## config.mk

```make
export PLATFORM = sky130hd
export DESIGN_NAME = video_sync_gen
export DESIGN_NICKNAME = d
export VERILOG_FILES = /design/src/rtl/video_sync_gen.sv
export SDC_FILE = /design/constraint.sdc
export NUM_CORES = 1
export LEC_CHECK = 0
export ABC_AREA = 1
export CAP_MARGIN = 20
export CORE_MARGIN = 2
export CORE_UTILIZATION = 44
export CTS_CLUSTER_SIZE = 25
export DETAILED_ROUTE_END_ITERATION = 6
export PLACE_DENSITY = 0.65
export SLEW_MARGIN = 20
export SYNTH_ARGS = -nofsm -noshare
export SYNTH_HDL_FRONTEND = slang
export SYNTH_SLANG_ARGS = --single-unit
```

## constraint.sdc

```tcl
create_clock -name clk -period 2.81 [get_ports clk]
set_clock_uncertainty 0.15 [all_clocks]
set_input_delay 0.4215 -clock clk [delete_from_list [all_inputs] [get_ports clk]]
set_output_delay 0.4215 -clock clk [all_outputs]
set_load 0.02 [all_outputs]
```

## src/rtl/video_sync_gen.sv

```systemverilog
// Raster timing generator: pixel-tick divider, hc/vc counters, hsync/vsync, video_on, frame_start.
// Optional macro VIDEO_SYNC_FRAME_CNT_EN adds an 8-bit frame counter output frame_cnt.
module video_sync_gen #(
  parameter int HSIZE    = 11,
  parameter int VSIZE    = 11,
  parameter int HDISPLAY = 640,
  parameter int HFRONT   = 16,
  parameter int HSYNC    = 96,
  parameter int HBACK    = 48,
  parameter int VDISPLAY = 480,
  parameter int VFRONT   = 10,
  parameter int VSYNC    = 2,
  parameter int VBACK    = 33,
  parameter int CLK_DIV  = 2,
  parameter int SYNC_POL = 0
) (
  input  logic             clk,
  input  logic             rst,
  input  logic             en,
  output logic             pixel_tick,
  output logic [HSIZE-1:0] hc,
  output logic [VSIZE-1:0] vc,
  output logic             hsync,
  output logic             vsync,
  output logic             video_on,
  output logic             frame_start
`ifdef VIDEO_SYNC_FRAME_CNT_EN
  ,
  output logic [7:0]       frame_cnt
`endif
);

  localparam int HTOTAL   = HDISPLAY + HFRONT + HSYNC + HBACK;
  localparam int VTOTAL   = VDISPLAY + VFRONT + VSYNC + VBACK;
  localparam int HS_FIRST = HDISPLAY + HFRONT;
  localparam int VS_FIRST = VDISPLAY + VFRONT;
  localparam int DIV_W    = (CLK_DIV > 1) ? $clog2(CLK_DIV) : 1;

  localparam logic [DIV_W-1:0] DIV_LAST = DIV_W'(CLK_DIV - 1);
  localparam logic [HSIZE-1:0] H_LAST   = HSIZE'(HTOTAL - 1);
  localparam logic [HSIZE-1:0] H_DISP   = HSIZE'(HDISPLAY);
  localparam logic [HSIZE-1:0] HS_LO    = HSIZE'(HS_FIRST);
  localparam logic [HSIZE-1:0] HS_HI    = HSIZE'(HS_FIRST + HSYNC - 1);
  localparam logic [VSIZE-1:0] V_LAST   = VSIZE'(VTOTAL - 1);
  localparam logic [VSIZE-1:0] V_DISP   = VSIZE'(VDISPLAY);
  localparam logic [VSIZE-1:0] VS_LO    = VSIZE'(VS_FIRST);
  localparam logic [VSIZE-1:0] VS_HI    = VSIZE'(VS_FIRST + VSYNC - 1);
  localparam logic             SYNC_ACT = (SYNC_POL != 0);

  if (CLK_DIV < 1) begin : g_bad_div
    $error("video_sync_gen: CLK_DIV must be >= 1");
  end
  if (HTOTAL >= (1 << HSIZE)) begin : g_bad_hsize
    $error("video_sync_gen: HTOTAL does not fit in HSIZE bits");
  end
  if (VTOTAL >= (1 << VSIZE)) begin : g_bad_vsize
    $error("video_sync_gen: VTOTAL does not fit in VSIZE bits");
  end

  logic [DIV_W-1:0] div, div_nxt;
  logic [HSIZE-1:0] hc_nxt;
  logic [VSIZE-1:0] vc_nxt;
  logic             tick_nxt;
  logic             run_q, run_nxt;
  logic             h_sync_win, v_sync_win, disp_win;

  // run_q marks that the first pixel tick since enable has been issued;
  // video_on stays low until then so it rises together with that tick.
  always_comb begin
    // NOTE: every output of this block gets a default first, so no path
    // leaves a signal unassigned and no latch is inferred.
    div_nxt  = '0;
    hc_nxt   = '0;
    vc_nxt   = '0;
    run_nxt  = 1'b0;
    tick_nxt = en && (div == DIV_LAST);
    if (en) begin
      div_nxt = (div == DIV_LAST) ? '0 : div + DIV_W'(1);
      hc_nxt  = hc;
      vc_nxt  = vc;
      if (pixel_tick) begin
        if (hc == H_LAST) begin
          hc_nxt = '0;
          vc_nxt = (vc == V_LAST) ? '0 : vc + VSIZE'(1);
        end else begin
          hc_nxt = hc + HSIZE'(1);
        end
      end
      run_nxt = run_q || tick_nxt;
    end
  end

  always_comb begin
    h_sync_win = (hc_nxt >= HS_LO) && (hc_nxt <= HS_HI);
    v_sync_win = (vc_nxt >= VS_LO) && (vc_nxt <= VS_HI);
    disp_win   = (hc_nxt < H_DISP) && (vc_nxt < V_DISP);
  end

  always_ff @(posedge clk or posedge rst) begin
    if (rst) begin
      div         <= '0;
      pixel_tick  <= 1'b0;
      hc          <= '0;
      vc          <= '0;
      run_q       <= 1'b0;
      video_on    <= 1'b0;
      hsync       <= ~SYNC_ACT;
      vsync       <= ~SYNC_ACT;
      frame_start <= 1'b0;
    end else begin
      // NOTE: state is updated with non-blocking assignments so every
      // register samples the pre-edge values of the others.
      div         <= div_nxt;
      pixel_tick  <= tick_nxt;
      hc          <= hc_nxt;
      vc          <= vc_nxt;
      run_q       <= run_nxt;
      video_on    <= run_nxt && disp_win;
      hsync       <= (run_nxt && h_sync_win) ? SYNC_ACT : ~SYNC_ACT;
      vsync       <= (run_nxt && v_sync_win) ? SYNC_ACT : ~SYNC_ACT;
      frame_start <= tick_nxt && (hc_nxt == '0) && (vc_nxt == '0);
    end
  end

`ifdef VIDEO_SYNC_FRAME_CNT_EN
  always_ff @(posedge clk or posedge rst) begin
    if (rst) begin
      frame_cnt <= '0;
    end else if (!en) begin
      frame_cnt <= '0;
    end else if (frame_start) begin
      frame_cnt <= frame_cnt + 8'd1;
    end
  end
`endif

endmodule
```

# Yosys cells after proc, flatten, opt, wreduce, memory -nomap -nowiden
# Index checks and enable logic that the tools add are counted.
# W data, S select, Z words.
[classes]
add_sub_neg = 3
multipliers = 0
div_mod_pow = 0
order_cmp = 6
eq_ne = 2
shift = 0
muxes = 12
bitwise = 0
n_reduce_logical = 12
[ops]
columns = ["operator", "n"]
rows = [
  ["$mux W11", 7],
  ["$add A11 B1 Y11 const B", 2],
  ["$eq A11 B10 Y1 const B", 2],
  ["$logic_not A11 Y1", 2],
  ["$ge A11 B10 Y1 const B", 1],
  ["$ge A11 B9 Y1 const B", 1],
  ["$le A11 B10 Y1 const B", 1],
  ["$le A11 B9 Y1 const B", 1],
  ["$lt A11 B10 Y1 const B", 1],
  ["$lt A11 B9 Y1 const B", 1],
  ["$logic_and A1 B1 Y1", 9],
  ["$mux W1", 5],
  ["$add A1 B1 Y1 const B", 1],
  ["$logic_or A1 B1 Y1", 1],
]
[word_totals]
ff_bits = 29
latch_bits = 0
ram_bits = 0
rom_bits = 0
in_bits = 3
output_inout_bits = 27
word_cells = 44
n_memories = 0

# Longest topological paths before layout
# Gate-level depths: netlist of the first run.
[logic_depth]
ltp_word = 9
ltp_mapped = 14
depth_no_buf = 14

# Worst setup path before layout of the first run
# Ideal clock, no wire load.
[synth_path]
path_kind = "register to register"
start = "register hc[0]"
end = "register video_on"
setup_time_ps = 118
t_arrival_ps = 1707
required_ps = 2542
path_slack_ps = 835
path_stages_with_launch = 13
path_buffers = 0
period_less_slack_ps = 1975
path_cell_list = "dfrtp_1 ha_1 nand2_2 nor2_8 inv_4 nor2_8 nand2_1 nand2_1 nand2_2 a21oi_4 nand2_1 nor2_2 nor2_1"
[synth_via]
elab_chain_cells = 7
elab_cells_between_ends = 12
classes_between = "1 x add/sub; 2 x order compare; 1 x eq/ne; 6 x mux; 2 x reduce/logical"
[synth_rtl]
columns = ["element", "line", "text"]
rows = [
  ["start, declared", "21", "output logic [HSIZE-1:0] hc,"],
  ["start signal, assigned", "115", "hc <= hc_nxt;"],
  ["$eq A11 B10 Y1", "82", "if (hc == H_LAST) begin"],
  ["$mux W11", "82", ""],
  ["$mux W11", "81", "if (pixel_tick) begin"],
  ["$mux W11", "77", "if (en) begin"],
  ["named net vc_nxt[8]", "62", "logic [VSIZE-1:0] vc_nxt;"],
  ["$lt A11 B9 Y1", "96", "disp_win = (hc_nxt < H_DISP) && (vc_nxt < V_DISP);"],
  ["$logic_and A1 B1 Y1", "96", ""],
  ["$logic_and A1 B1 Y1", "118", "video_on <= run_nxt && disp_win;"],
  ["end signal, assigned", "118", ""],
  ["end, declared", "25", "output logic video_on,"],
]
# The timed path passes the listed nets, and every way through them passes these cells.

# Worst setup path in the final report of the first run
[layout_path]
start = "register hc[0]"
end = "register frame_start"
[layout_via]
elab_chain_cells = 7
elab_cells_between_ends = 12
classes_between = "1 x add/sub; 1 x eq/ne; 6 x mux; 4 x reduce/logical"
[layout_rtl]
columns = ["element", "line", "text"]
rows = [
  ["$add A11 B1 Y11 or $eq A11 B10 Y1 (tied branches)", "86, 82", ""],
  ["$mux W11", "82", ""],
  ["$mux W11", "81", ""],
  ["$mux W11", "77", ""],
  ["$logic_not A11 Y1", "121", "frame_start <= tick_nxt && (hc_nxt == '0) && (vc_nxt == '0);"],
  ["$logic_and A1 B1 Y1", "121", ""],
  ["$logic_and A1 B1 Y1 *", "121", ""],
  ["end signal, assigned", "121", ""],
  ["end, declared", "26", "output logic frame_start"],
]
# Every way passes the cells marked *; elsewhere a longest branch is shown, timed or not.

==> flow_summary.toml, run 1 <==
[clocking]
clk_latency_ns = 0.28
cts_buffer_depth = 2
cts_tree = "yes"
path_clk_slew_ns = 0.06
cts_hold_buf = 0
clkSinkCount = 29
ctsResizeCount = 0
cts-root-buf = "clkbuf_8"
h-tree-depth = 2
cts_setup_buffers = 0
numCtsBuffers = 5

[sta]
worstMarginPinSlew_ns = 0.388
relSlewSlack_pct = 74.1
fmax_mhz = 472
slew_viol_final = 0
finalCritPeriodShare_pct = 75.4
hold_violations = 0
fin_crit_ns = 2.12
fin_tns_setup_ns = 0
rsz0062_at_grt = "false"
setup_viol = 0

[die]
die_w_um = 73.0
die_area_sq_um = 5330
dieHeight_um = 73.0
start_util_pct = 44.9
fp-row-count = 25
io_pins = 30
core_sq_um = 4660

[synthesis]
synth_ff_type = "dfrtp_1"
ys_seq_elements = 29
netlist_area_sq_um = 2090
syn_inst = 321
syn_area_per_cell_sq_um = 6.52
yosysWarnings = 0
synth_nets = 327
async_reset_ff_share_pct = 100
synthDistinctLibCells = 36
synth_edf_count = 0
synth_seq_area_share_pct = 34.8

[setup_path]
end_kind = "register"
path_max_fanout = 6
worst-setup-path-type = "reg -> reg"
path_cells = "ha_1 -> nand2_2 -> nor2_8 -> nand2_4 -> nor3_2 -> nand2_1 -> nand3_1 -> nand3_1 -> nor2_1 -> nand2_1 -> nor2_1"
critPathMaxStageDelay_ns = 0.40
cp_data_arrival_time_ns = 2.18
crit_slowest_cell = "dfrtp_1"
critPathLaunchType = "register"
reg2reg_from = "hc[0]"
cp-startpoint = "hc[0]"
cp_data_required_time_ns = 2.87

[detailed_routing]
m1WireLength_um = 2550
route.met2.wl_um = 2750
wl_per_cell_um = 13.7
met3_length_um = 226
drtPass1Iterations = 4
wl_um = 5630
initialDrtViolationCount = 136
top_layer = "met4"
drc = 0
ant_nets = 0
viasPerCell = 5.06
vias = 2075

[finish]
finish.utilization_pct = 54.8
layout_commonest_cell = "nand2_1"
drive_above_1_share_pct = 9.27
finish.instance_area_sq_um = 2550
area_growth_pct = 22.1
fin_nets = 361
final_cell_mix = "nand2_1 (100), inv_1 (52), nor2_1 (47)"
diodes = 0

[placed_design]
hpwl_um = 4270
place_congestion = 0.924
place_area_sq_um = 2440
port_buffers = 29

[worst_hold_path]
hp-class = "reg -> reg"
min_from = "div"

[power_and_ir_drop]
power_density_nw_per_um2 = 397
p_leak_uw = 0.00142
worst_ir_drop_vdd_mv = 0.349

[run_status]
status = "completed"

[grt]
grt_first_pass_wirelength_um = 9400
overflow = 0
grt_use_total_pct = 23.7
grt_max_degree = 30
antenna_found_initial = 0
grt_pass1_vias = 1976

[job]
maxCapViolCount = 0
through the flow:
stage,setup slack [ns],cells,hold WS (ns),total power [uW]
3_3_place_gp,0.704,402,0.313,566
5_1_grt,0.512,410,0.345,1060
3_5_place_dp,0.668,402,0.304,567
2_1_floorplan,0.835,321,0.277,523
6_report,0.691,410,0.313,1020
4_1_cts,0.686,410,0.314,1030
layer usage:
layer / GRT usage (%) / vias up
met5: 0 / -
met4: 9.05 / 0
met3: 3.31 / 11
met2: 39.3 / 51
met1: 31.3 / 954
li1: - / 1059
Yosys cell counts (2+ instances only):
cell | instances | share of area, %
a21oi_1 | 7 | 1.7
ha_1 | 3 | 1.8
dfrtp_1 | 27 | 32
inv_2 | 2 | 0.36
nand2_2 | 3 | 0.90
nor2_8 | 2 | 1.9
nor3_1 | 5 | 1.2
nand2_4 | 4 | 2.2
xor2_1 | 2 | 0.84
nand4_1 | 2 | 0.60
nand2_1 | 100 | 18
nor2_1 | 47 | 8.4
nand3_2 | 2 | 0.96
o21ai_0 | 6 | 1.4
nand3_1 | 34 | 8.1
dfstp_2 | 2 | 2.5
nor2_2 | 3 | 0.90
inv_1 | 52 | 9.3
power by group:
| group | switching [uW] | internal, uW | total (uW) |
|---|---|---|---|
| Combinational | 73.1 | 42.0 | 115 |
| Clock | 167 | 289 | 456 |
| Sequential | 15.2 | 429 | 444 |
critical path, delay by kind of cell (launching register included):
kind	cells	cell delay (ns)
DFF	1	0.40
adders and majority gates	1	0.24
and+or+nand+nor	10	1.25
layout make-up:
cell class	instances	area (sq um)
inverter	56	213
multi-input combinational	231	1120
clock inverter	1	30.0
fill	485	2110
sequential	29	728
timing repair buffer	32	313
clock buffer	7	86.3
tap	54	67.6
cells by family after synthesis:
| kind of cell | synth area share, % |
|---|---|
| DFF | 34.8 |
| AOI/OAI and AO/OA | 5.56 |
| and+or+nand+nor | 44.8 |
| buffers and inverters | 11.8 |
| adders and majority gates | 1.79 |
| xor gates and xnor gates | 1.26 |
worst paths after layout:
path	slack, ns	cells past startpoint	endpoint
worst max-delay path	0.69	11	frame_start
worst min-delay path	0.31	1	div
worst max register to register	0.69	11	frame_start
worst min register to register	0.31	1	div
max in group asynchronous	1.83	3	hsync
min in group asynchronous	0.36	3	hc[7]
registers in the layout (all words and copies together) (netlist names):
name and flops:
vsync 1, hc 11, run_q 1, vc 11
video_on 1, pixel_tick 1, hsync 1, div 1
frame_start 1
(Power assumes the default switching activity.)
==> run 2: changes to the inputs <==
--- a/config.mk
+++ b/config.mk
@@ -11,7 +11,7 @@
 export CORE_UTILIZATION = 44
 export CTS_CLUSTER_SIZE = 25
 export DETAILED_ROUTE_END_ITERATION = 6
-export PLACE_DENSITY = 0.65
+export PLACE_DENSITY = 0.67
 export SLEW_MARGIN = 20
 export SYNTH_ARGS = -nofsm -noshare
 export SYNTH_HDL_FRONTEND = slang
==> constraint.sdc (replaced) <==
create_clock -name clk -period 1.9 [get_ports clk]
set_clock_uncertainty 0.15 [all_clocks]
set_input_delay 0.285 -clock clk [delete_from_list [all_inputs] [get_ports clk]]
set_output_delay 0.285 -clock clk [all_outputs]
set_load 0.02 [all_outputs]
==> flow_summary.toml, run 2 (same netlist as run 1, synthesis figures left out) <==
[die]
io_pins = 30
core_sq_um = 4660
start_util_pct = 44.9
die_area_sq_um = 5330
die_w_um = 73.0
dieHeight_um = 73.0
fp-row-count = 25

[detailed_routing]
ant_nets = 0
wl_um = 5880
drc = 0
wl_per_cell_um = 13.2
drtPass1Iterations = 5
vias = 2216
viasPerCell = 4.97
initialDrtViolationCount = 222

[job]
maxCapViolCount = 0

[finish]
top_regs = "hc (11), vc (11)"
num-fill-cells = 422
fin_cells = 446
layout_commonest_cell = "nand2_1"
diodes = 0
finish.instance_area_sq_um = 2980
finish.utilization_pct = 63.9
area_growth_pct = 42.3
final_cell_mix = "nand2_1 (94), inv_1 (50), nor2_1 (42)"
multiInputGateArea_sq_um = 1260
drive_above_1_share_pct = 26.5
ff_latch_area_sq_um = 736
fin_nets = 397

[setup_path]
cp_data_required_time_ns = 1.92
worst-setup-path-type = "reg -> reg"
critPathMaxStageDelay_ns = 0.39
critPathLaunchType = "register"
reg2reg_depth = 12
reg2reg_from = "hc[1]"
end_kind = "register"
cp-startpoint = "hc[1]"
r2r_end = "video_on"
path_max_fanout = 8
crit_end = "video_on"
path_cells = "ha_4 -> nand2_4 -> nor2_8 -> inv_4 -> nor2_8 -> nand2_1 -> nand2_1 -> nand2_2 -> a21oi_4 -> nand2_2 -> nor2_4 -> nor2_1"
rrSetupSlack_ns = -0.01
cp_data_arrival_time_ns = 1.93
crit_slowest_cell = "dfrtp_2"

[sta]
rsz0062_at_grt = "true"
fin_crit_ns = 1.91
fin_tns_setup_ns = -0.0119
fmax_mhz = 523
finalCritPeriodShare_pct = 101
setup_viol = 1
relSlewSlack_pct = 74.7
hold_violations = 0
finalWorstSetupSlack_ns = -0.0119
slew_viol_final = 0
worstMarginPinSlew_ns = 0.379

[placed_design]
pre_cts_slack_ns = -0.131
place_congestion = 0.914
port_buffers = 29
place_area_sq_um = 2670
dp_cells = 431
hpwl_um = 4360

[run_status]
violations = "negative setup slack"
status = "finished with violations"

[grt]
overflow = 0
grt_pass1_vias = 2060
grt_max_degree = 30
grt_use_total_pct = 24.0
antenna_found_initial = 0
grt_first_pass_wirelength_um = 9630

[clocking]
cts_buffer_depth = 2
h-tree-depth = 2
cts_tree = "yes"
cts-root-buf = "clkbuf_8"
clk_latency_ns = 0.28
path_clk_slew_ns = 0.07
numCtsBuffers = 5
clkSinkCount = 29

[power_and_ir_drop]
power_frac_seq_pct = 45.6
clkPwrFrac_pct = 39.8
power_density_nw_per_um2 = 483
p_leak_uw = 0.00165
power_switching_uw = 390
intPower_uw = 1050
p_sw_share_pct = 27.1
p_comb_share_pct = 14.6
worst_ir_drop_vdd_mv = 0.520

[worst_hold_path]
hp-class = "in -> async"
run 2: cell types whose count changed in the layout (fill, tap and decap cells not counted), sizes merged:
cell and delta:
dlymetal6s2s +2, clkdlybuf4s50 -3, dlygate4sd2 +1, buf +36, clkinv +1, bufinv -1
run 2: layout make-up:
| type | instances | area share, % |
|---|---|---|
| multi-input cells | 231 | 42.2 |
| flip-flops and latches | 29 | 24.7 |
| clock inverters | 1 | 0.168 |
| inverters | 56 | 7.22 |
| well taps | 54 | 2.27 |
| repair buffers | 68 | 20.2 |
| clock buffers | 7 | 3.23 |
run 2: timing repair:
item,4_1_cts,5_1_grt
hold buffers,0,0
endpoints found under the hold margin,0,0
pin swaps,10,21
endpoints found under the setup margin,5,8
gates resized for setup,24,21
gates cloned,0,0
setup buffers,5,3
run 2: worst min-delay path by stage:
stage,end,from,depth (start not counted)
floorplan,div,rst,1
global placement,div,div,1
detailed placement,div,div,1
CTS,vc[6],rst,3
global route,vc[7],rst,3
finish,vc[6],rst,3
run 2: power by group through the flow:
| stage | sequential [uW] | clock (uW) | combinational [uW] |
|---|---|---|---|
| after floorplan | 679 | 0 | 95.2 |
| after global placement | 666 | 0 | 190 |
| after detailed placement | 666 | 0 | 190 |
| after CTS | 655 | 593 | 205 |
| after global routing | 658 | 629 | 234 |
| final | 656 | 572 | 210 |
run 2: metrics by stage:
step / hold WS, ns / total power, uW
after floorplan: 0.211 / 774
after global placement: 0.291 / 856
after detailed placement: 0.296 / 856
after CTS: 0.237 / 1450
after global routing: 0.291 / 1520
final: 0.222 / 1440
run 2: critical path, delay by kind of cell (launching register included):
kind	cells	cell delay, ns
adder cells (fa/ha/maj)	1	0.17
flip-flops	1	0.39
buffers and inverters	1	0.06
AND/OR/NAND/NOR	9	0.85
AO/OA/AOI/OAI	1	0.18
run 2: metal layers:
layer	part of all wire, %	up-vias	track usage, %
li1	-	1132	-
met3	5.4	7	3.73
met1	47	1014	34.8
met2	46	63	36.1
met4	1.6	0	8.64
met5	0	-	0
